### src/rtl/alu_sequencer_if.sv
// alu_sequencer_if
//
// Bundles every non-clock/reset signal of the ALU sequencer so the instruction
// source, the ALU and the debug port can be wired with a single connection.
//
// Signals:
//   instr_valid / instr / instr_ready : instruction handshake (valid/ready)
//   alu_a / alu_b / alu_fs            : registered operands and function select to the ALU
//   alu_out                           : combinational result coming back from the ALU
//   res_valid / res_data / res_z      : retired-result pulse, held result and zero flag
//   dbg_we / dbg_waddr / dbg_wdata    : debug register-file write port
//   dbg_raddr / dbg_rdata             : debug register-file read port
//
// Modports:
//   master : the environment around the sequencer (instruction source, ALU, debug host)
//   slave  : the sequencer itself

interface alu_sequencer_if #(
  parameter int DATA_W = 16
);

  logic              instr_valid;
  logic [15:0]       instr;
  logic              instr_ready;

  logic [DATA_W-1:0] alu_a;
  logic [DATA_W-1:0] alu_b;
  logic [3:0]        alu_fs;
  logic [DATA_W-1:0] alu_out;

  logic              res_valid;
  logic [DATA_W-1:0] res_data;
  logic              res_z;

  logic              dbg_we;
  logic [2:0]        dbg_waddr;
  logic [DATA_W-1:0] dbg_wdata;
  logic [2:0]        dbg_raddr;
  logic [DATA_W-1:0] dbg_rdata;

  modport master (
    output instr_valid,
    output instr,
    input  instr_ready,
    input  alu_a,
    input  alu_b,
    input  alu_fs,
    output alu_out,
    input  res_valid,
    input  res_data,
    input  res_z,
    output dbg_we,
    output dbg_waddr,
    output dbg_wdata,
    output dbg_raddr,
    input  dbg_rdata
  );

  modport slave (
    input  instr_valid,
    input  instr,
    output instr_ready,
    output alu_a,
    output alu_b,
    output alu_fs,
    input  alu_out,
    output res_valid,
    output res_data,
    output res_z,
    input  dbg_we,
    input  dbg_waddr,
    input  dbg_wdata,
    input  dbg_raddr,
    output dbg_rdata
  );

endinterface

### src/rtl/alu_sequencer.sv
// alu_sequencer
//
// Multi-cycle controller that drives an external 16-bit ALU. It accepts
// register-to-register instructions over a valid/ready handshake, holds an
// 8-entry register file, presents operands/function select to the ALU,
// captures the ALU result, computes the zero flag locally and optionally
// writes the result back.
//
// Instruction format:
//   [15:12] FS, [11:9] rd, [8:6] ra, [5:3] rb, [2] wb_en, [1:0] reserved
//
// Ports:
//   clk : rising-edge clock
//   rst : synchronous, active-high reset
//   bus : alu_sequencer_if.slave (handshake, ALU side, result, debug port)
//
// Sequence per instruction: IDLE (accept) -> READ -> EXEC -> WB -> IDLE,
// giving one instruction per four cycles at most.

module alu_sequencer #(
  parameter int DATA_W = 16
) (
  input logic           clk,
  input logic           rst,
  alu_sequencer_if.slave bus
);

  typedef enum logic [1:0] {
    IDLE = 2'd0,
    READ = 2'd1,
    EXEC = 2'd2,
    WB   = 2'd3
  } state_t;

  state_t state;
  state_t next_state;

  // Latched instruction fields; the reserved low bits are never needed.
  logic [3:0]        fs_q;
  logic [2:0]        rd_q;
  logic [2:0]        ra_q;
  logic [2:0]        rb_q;
  logic              wb_en_q;

  // Register file. Entry 0 is never written, so it always reads zero.
  logic [DATA_W-1:0] regs [8];

  logic [DATA_W-1:0] alu_a_q;
  logic [DATA_W-1:0] alu_b_q;
  logic [3:0]        alu_fs_q;
  logic [DATA_W-1:0] res_data_q;
  logic              res_z_q;

  // Per-state control strobes produced by the next-state logic.
  logic              ready_c;
  logic              res_valid_c;
  logic              accept_c;
  logic              load_ops_c;
  logic              capture_c;
  logic              write_back_c;
  logic              dbg_write_c;

  // State register. Reset pulls the FSM back to IDLE from anywhere, which
  // also aborts any in-flight instruction before it can retire.
  always_ff @(posedge clk) begin
    if (rst) begin
      state <= IDLE;
    end else begin
      state <= next_state;
    end
  end

  // Next-state and control decode. The sequence is strictly linear; only
  // IDLE can linger (waiting for instr_valid). The debug write port is only
  // opened in IDLE so it can never race a write-back from WB.
  always_comb begin
    next_state   = state;
    ready_c      = 1'b0;
    res_valid_c  = 1'b0;
    accept_c     = 1'b0;
    load_ops_c   = 1'b0;
    capture_c    = 1'b0;
    write_back_c = 1'b0;
    dbg_write_c  = 1'b0;
    case (state)
      IDLE: begin
        ready_c     = 1'b1;
        dbg_write_c = bus.dbg_we;
        if (bus.instr_valid) begin
          accept_c   = 1'b1;
          next_state = READ;
        end
      end
      READ: begin
        load_ops_c = 1'b1;
        next_state = EXEC;
      end
      EXEC: begin
        capture_c  = 1'b1;
        next_state = WB;
      end
      WB: begin
        res_valid_c  = 1'b1;
        write_back_c = wb_en_q && (rd_q != 3'd0);
        next_state   = IDLE;
      end
      default: begin
        next_state = IDLE;
      end
    endcase
  end

  // Instruction latch. Fields are captured only on the accepting edge and
  // stay stable for the rest of the sequence, so the source is free to
  // present its next instruction straight away.
  always_ff @(posedge clk) begin
    if (rst) begin
      fs_q    <= 4'd0;
      rd_q    <= 3'd0;
      ra_q    <= 3'd0;
      rb_q    <= 3'd0;
      wb_en_q <= 1'b0;
    end else if (accept_c) begin
      fs_q    <= bus.instr[15:12];
      rd_q    <= bus.instr[11:9];
      ra_q    <= bus.instr[8:6];
      rb_q    <= bus.instr[5:3];
      wb_en_q <= bus.instr[2];
    end
  end

  // Register file writes. A debug write in the accepting cycle lands on the
  // same edge as the accept, so the following READ already sees it. Writes
  // aimed at R0 are dropped here, which is what keeps R0 reading zero.
  // Debug writes (IDLE only) and write-back (WB only) are mutually exclusive.
  always_ff @(posedge clk) begin
    if (rst) begin
      for (int i = 0; i < 8; i++) begin
        regs[i] <= '0;
      end
    end else begin
      if (dbg_write_c && (bus.dbg_waddr != 3'd0)) begin
        regs[bus.dbg_waddr] <= bus.dbg_wdata;
      end
      if (write_back_c) begin
        regs[rd_q] <= res_data_q;
      end
    end
  end

  // ALU operand registers. They only change in READ and otherwise hold,
  // so the ALU sees a stable input for the whole EXEC cycle and the last
  // operands remain visible while idle.
  always_ff @(posedge clk) begin
    if (rst) begin
      alu_a_q  <= '0;
      alu_b_q  <= '0;
      alu_fs_q <= 4'd0;
    end else if (load_ops_c) begin
      alu_a_q  <= regs[ra_q];
      alu_b_q  <= regs[rb_q];
      alu_fs_q <= fs_q;
    end
  end

  // Result capture at the end of EXEC. The ALU output is stored as-is; the
  // zero flag is derived here rather than trusting any flag from the ALU.
  // Both values hold until the next capture, including compare-only runs.
  always_ff @(posedge clk) begin
    if (rst) begin
      res_data_q <= '0;
      res_z_q    <= 1'b0;
    end else if (capture_c) begin
      res_data_q <= bus.alu_out;
      res_z_q    <= (bus.alu_out == '0);
    end
  end

  // Output drive. The debug read is purely combinational, so a same-cycle
  // write to the same address is only visible after the edge.
  assign bus.instr_ready = ready_c;
  assign bus.res_valid   = res_valid_c;
  assign bus.alu_a       = alu_a_q;
  assign bus.alu_b       = alu_b_q;
  assign bus.alu_fs      = alu_fs_q;
  assign bus.res_data    = res_data_q;
  assign bus.res_z       = res_z_q;
  assign bus.dbg_rdata   = regs[bus.dbg_raddr];

endmodule

### src/flat_wrapper.sv
// flat-port wrapper written by rule: the top's interface ports become plain ports
module alu_sequencer_flat 
#(
  parameter int DATA_W = 16
)
  (clk, rst, bus_instr_valid, bus_instr, bus_instr_ready, bus_alu_a, bus_alu_b, bus_alu_fs, bus_alu_out, bus_res_valid, bus_res_data, bus_res_z, bus_dbg_we, bus_dbg_waddr, bus_dbg_wdata, bus_dbg_raddr, bus_dbg_rdata);
  alu_sequencer_if #(.DATA_W(DATA_W)) bus_i ();
  input logic clk;
  input logic rst;
  input wire logic [$bits(bus_i.instr_valid)-1:0] bus_instr_valid;
  input wire logic [$bits(bus_i.instr)-1:0] bus_instr;
  output wire logic [$bits(bus_i.instr_ready)-1:0] bus_instr_ready;
  output wire logic [$bits(bus_i.alu_a)-1:0] bus_alu_a;
  output wire logic [$bits(bus_i.alu_b)-1:0] bus_alu_b;
  output wire logic [$bits(bus_i.alu_fs)-1:0] bus_alu_fs;
  input wire logic [$bits(bus_i.alu_out)-1:0] bus_alu_out;
  output wire logic [$bits(bus_i.res_valid)-1:0] bus_res_valid;
  output wire logic [$bits(bus_i.res_data)-1:0] bus_res_data;
  output wire logic [$bits(bus_i.res_z)-1:0] bus_res_z;
  input wire logic [$bits(bus_i.dbg_we)-1:0] bus_dbg_we;
  input wire logic [$bits(bus_i.dbg_waddr)-1:0] bus_dbg_waddr;
  input wire logic [$bits(bus_i.dbg_wdata)-1:0] bus_dbg_wdata;
  input wire logic [$bits(bus_i.dbg_raddr)-1:0] bus_dbg_raddr;
  output wire logic [$bits(bus_i.dbg_rdata)-1:0] bus_dbg_rdata;
  assign bus_i.instr_valid = bus_instr_valid;
  assign bus_i.instr = bus_instr;
  assign bus_instr_ready = bus_i.instr_ready;
  assign bus_alu_a = bus_i.alu_a;
  assign bus_alu_b = bus_i.alu_b;
  assign bus_alu_fs = bus_i.alu_fs;
  assign bus_i.alu_out = bus_alu_out;
  assign bus_res_valid = bus_i.res_valid;
  assign bus_res_data = bus_i.res_data;
  assign bus_res_z = bus_i.res_z;
  assign bus_i.dbg_we = bus_dbg_we;
  assign bus_i.dbg_waddr = bus_dbg_waddr;
  assign bus_i.dbg_wdata = bus_dbg_wdata;
  assign bus_i.dbg_raddr = bus_dbg_raddr;
  assign bus_dbg_rdata = bus_i.dbg_rdata;
  alu_sequencer #(.DATA_W(DATA_W)) u_core (.clk(clk), .rst(rst), .bus(bus_i));
endmodule
### config.mk
export PLATFORM = sky130hd
export DESIGN_NAME = alu_sequencer_flat
export DESIGN_NICKNAME = d
export VERILOG_FILES = /design/src/rtl/alu_sequencer_if.sv /design/src/rtl/alu_sequencer.sv /design/src/flat_wrapper.sv
export SDC_FILE = /design/constraint.sdc
export NUM_CORES = 1
export LEC_CHECK = 0
export ABC_AREA = 0
export CORE_MARGIN = 2
export CORE_UTILIZATION = 40
export DETAILED_ROUTE_END_ITERATION = 16
export PLACE_DENSITY = 0.61
export SYNTH_ARGS = -nofsm -noshare
export SYNTH_HDL_FRONTEND = slang
export SYNTH_SLANG_ARGS = --single-unit
### constraint.sdc
create_clock -name clk -period 2.8 [get_ports clk]
set_clock_uncertainty 0.05 [all_clocks]
set_input_delay 0.42 -clock clk [delete_from_list [all_inputs] [get_ports clk]]
set_output_delay 0.42 -clock clk [all_outputs]
set_load 0.02 [all_outputs]
# Word-level counts from Yosys, hierarchy flattened

Memory sizes are Yosys's and may differ from the RTL's. A register that Yosys moved wholly into a read port is not among the register bits.
Cells that the tools add are included.

Flip-flop bits (word level): 37
Memory bits (writable): 128
Bits of input ports: 58
Output and inout bits: 71
Word-level logic and storage cells: 46
Memories: 1

Eq/ne operators: 4
Mux-type cells: 24
Reductions and logical operators: 8

Memories:

| memory      | depth | bits a word | read ports | clocked after Yosys merged registers in | wr ports | RTL line            | RTL |
|---|---|---|---|---|---|---|---|
| u_core.regs | 8     | 16          | 3          | 2                                       | 8        | alu_sequencer.sv:46 | `logic [DATA_W-1:0] regs [8];` |

Operators by type and width:

| cell                 | count |
|---|---|
| $mux W16             | 2 |
| $reduce_or A16 Y1    | 2 |
| $mux W1              | 18 |
| $logic_not A16 Y1    | 1 |
| $pmux W2 S4          | 1 |
| $mux W3              | 2 |
| $reduce_bool A3 Y1   | 2 |
| $eq A2 B2 Y1 const B | 2 |
| $eq A2 B1 Y1 const B | 1 |
| $logic_and A1 B1 Y1  | 2 |
| $logic_not A2 Y1     | 1 |
| $mux W2              | 1 |
| $ne A2 B2 Y1 const B | 1 |

# Longest topological paths before layout

Depth after elaboration: 9
Mapped depth: 8
Mapped depth without buffers: 6

# Least setup slack after synthesis

No wires, ideal clock.

Path type: register to register
Start: reg u_core.state[0]
End: mem u_core.regs[7][0] (enable)
Library setup time: 0.371 ns
Arrival: 2.081 ns
Required time: 2.379 ns
Setup slack: 0.298 ns
Cell stages (with the launch flop): 8
Path buffers: 2
Period minus slack after synthesis: 2.502 ns
Path through: dfxtp_1 -> ha_1 -> and3b_1 -> clkbuf_1 -> and2_1 -> buf_6 -> o32a_4 -> or2b_1

RTL lines:

| element                | RTL line            | RTL |
|---|---|---|
| start, declared        | alu_sequencer.sv:35 | `state_t state;` |
| start signal, assigned | alu_sequencer.sv:69 | `state <= next_state;` |
| end, declared          | alu_sequencer.sv:46 |  |

# Worst setup path after layout

Start: in bus_dbg_raddr[1]
End: out bus_dbg_rdata[9]

Longest elaborated chain between the ends: 1

RTL lines:

| element         | RTL line           | RTL |
|---|---|---|
| start, declared | flat_wrapper.sv:23 | `input wire logic [$bits(bus_i.dbg_raddr)-1:0] bus_dbg_raddr;` |
| $mem_v2 Z8 W16  | -                  |  |
| end, declared   | flat_wrapper.sv:24 | `output wire logic [$bits(bus_i.dbg_rdata)-1:0] bus_dbg_rdata;` |

No other way between the ends.

==> metrics.yaml <==
route:
  avgViaCountPerCell: 5.501
  drtIter0Drc: 580
  final_antenna_net_count: 0
  wl_per_cell_um: 21.25
  drt_first_pass_iters: 5
  routed-via-count: 6744
  drc_errors: 0
  routed_wl_mm: 26.05
cells_and_area:
  final_net_count: 952
  final_cell_area_sq_mm: 0.01246
  areaGrowthSynthToFinish_pct: 24.90
  fillers: 2145
  drive_above_1_share_pct: 23.95
  antenna_cells: 0
  fin_util_pct: 51.08
  final_common_cell: "nor2_1"
  final_cell_mix: "159 x nor2_1, 128 x edfxtp_1, 117 x clkdlybuf4s50_1"
  final_cell_count_no_fill: 1226
floorplan:
  die-area_sq_mm: 0.02622
  ios: 129
  start_util_pct: 40.90
  die_x_um: 161.9
  die_h_um: 161.9
  core-area_sq_mm: 0.02439
  rows: 57
sta:
  grt_setup_unrepaired: "false"
  period_minus_slack_ns: 2.752
  slew_headroom_pct: 48.99
  hold_ws_ns: 0.3709
  finalHoldViolCount: 0
  tns_ns: 0
  slew_viol_final: 0
  setup_viol: 0
  worstMarginPinSlew_ns: 0.7652
  max_freq_mhz: 363.4
  fin_crit_sh_pct: 98.28
setup_path:
  r2r_setup_slack_ns: 0.42
  r2r-end: "u_core.regs[4][4]"
  crit_chain: "dlygate4sd2_1 > bufbuf_16 > mux4_2 > mux2_2 > clkdlybuf4s50_1"
  startpoint_type: "primary input"
  slowest_stage: "clkdlybuf4s50_1"
  reg2regPathDepth: 7
  worstPathMaxFanout: 16
  worstSetupStartpoint: "bus_dbg_raddr[1]"
  required_ns: 2.33
  r2r-start: "u_core.state[1]"
  crit_type: "in2out"
  arrival_ns: 2.28
  cp-end-kind: "output port"
  max_stage_delay_ns: 0.54
synthesis:
  synth_top_area_share_pct: 38.53
  ys_ff_latch: 197
  synthTopCellsByArea: "edfxtp_1 39%, mux4_2 22%, dfxtp_1 14%"
  synth_seq_area_share_pct: 52.38
  postSynthCellCount: 745
  avgSynthCellArea_sq_um: 13.39
  synth.cell_area_sq_mm: 0.009976
  ys.warnings.count: 0
  synth_cell_types: 45
  yosys.area.top_type: "edfxtp_1"
min_path:
  hold_depth: 3
  hold_path_end: "u_core.bus.res_z"
  holdCritPathClass: "in2reg"
  holdCritStartpoint: "rst"
cts:
  htree_levels: 4
  cts_hold_buffers: 0
  clk_latency_ns: 0.43
  clockRootBuffer: "clkbuf_16"
  cts-buffers-inserted: 17
  postCtsSetupBuffers: 0
  cts.clk_slew.worst_paths_ns: 0.07
  clk_path_buf_depth: 2
  cts_sinks: 197
  cts_tree: "built"
global_routing:
  grt_max_degree: 51
  grt.total_usage_pct: 20.55
  grt_pass1_vias: 6757
  antenna_found_initial: 0
  gr-total-overflow: 0
  grt_pass1_wl_mm: 40.61
pwr:
  p_per_area_mw_per_mm2: 735.5
  vdd_drop_max_uv: 349.8
  leakagePower_nw: 4.253
placement:
  place.gp.congestion: 0.7741
  dp_cells: 1193
  portBuffers: 126
  placed_area_sq_mm: 0.01181
  dp_hpwl_mm: 17.91
flow_run:
  max_cap_viol_count: 0
run_status:
  outcome: "finished, final reports clean"
logic make-up (layout without fill, tap and decap cells):
| logic type | count (synthesis) | in the layout | synth area share [%] |
|---|---|---|---|
| and+or+nand+nor | 273 | 273 | 12.05 |
| DFF | 197 | 197 | 52.38 |
| muxes | 149 | 149 | 28.45 |
| buffers and inverters | 63 | 205 | 2.822 |
| AOI/OAI and AO/OA | 57 | 57 | 3.637 |
| adders and majority gates | 5 | 5 | 0.6271 |
| other | 1 | 16 | 0.03759 |
registers in the layout, indices dropped and copies added (netlist names):
name,cells
u_core.regs,128
u_core.bus.alu_a,16
u_core.bus.alu_b,16
u_core.bus.res_data,16
u_core.bus.alu_fs,4
u_core.fs_q,4
u_core.ra_q,3
u_core.rb_q,3
u_core.rd_q,3
u_core.state,2
u_core.bus.res_z,1
u_core.wb_en_q,1
layer usage:
metal	vias up	wire length (um)	share of wire (%)	GRT usage [%]
met1	3370	11700	45	29.09
met4	0	349	1.3	5.350
met3	21	1564	6.0	3.294
li1	3101	-	-	-
met2	252	12440	48	33.29
met5	-	0	0	0
cell usage after synthesis, drive strengths merged:
master / number
nand2b: 9
a22o: 1
buf: 18
or2b: 1
dfxtp: 69
o21a: 1
or4b: 1
nand4: 1
conb: 1
nand3: 1
and2: 2
and4b: 2
ha: 5
nor4bb: 1
nand4bb: 1
edfxtp: 128
nor3: 39
o21ai: 2
mux4: 96
a21oi: 15
nand2: 36
a32oi: 1
nand3b: 1
nor4: 2
o32a: 1
clkbuf: 43
nor2b: 3
mux2i: 37
nand4b: 1
mux2: 16
nor2: 169
inv: 2
or3: 2
o22ai: 33
and3b: 1
o2bb2ai: 1
a211oi: 2
area by class of cell:
class	instances	area [sq um]	share of cell area [%]
sequential	197	5228	41.96
multi-input combinational	500	4527	36.33
timing repair buffer	171	1670	13.41
clock buffer	19	452.9	3.635
tap	324	405.4	3.254
clock inverter	13	168.9	1.356
inverter	2	7.507	0.06025
where the power goes:
part	switching, mW	internal [mW]	leakage, nW	total [mW]
logic	1.47	1.35	2.08	2.82
clock network	1.10	1.47	0.295	2.57
registers	0.284	3.49	1.88	3.78
total	2.86	6.31	4.25	9.16
how the worst max path moves through the flow:
stage | to | depth (start not counted)
global route | bus_dbg_rdata[9] | 5
finish | bus_dbg_rdata[9] | 5
CTS | bus_dbg_rdata[8] | 5
global placement | bus_dbg_rdata[14] | 5
detailed placement | bus_dbg_rdata[5] | 5
floorplan | u_core.regs[7][0] | 7
worst max-delay path: cells and delay by family:
family | cells | cell delay, ns
buffers and inverters | 3 | 1.28
muxes | 2 | 0.57
repair_timing:
item	in CTS	in global routing
hold endpoints to repair	0	0
endpoints found under the setup margin	7	0
gates resized for setup	7	0
stage by stage:
step	setup slack [ns]	power, mW
final	0.04814	9.164
after global routing	0.04022	9.608
after CTS	0.05933	9.241
after detailed placement	-0.03425	6.682
after global placement	-0.01003	6.669
after floorplan	0.2981	5.539
No activity file was read; power rests on OpenSTA's default activity.
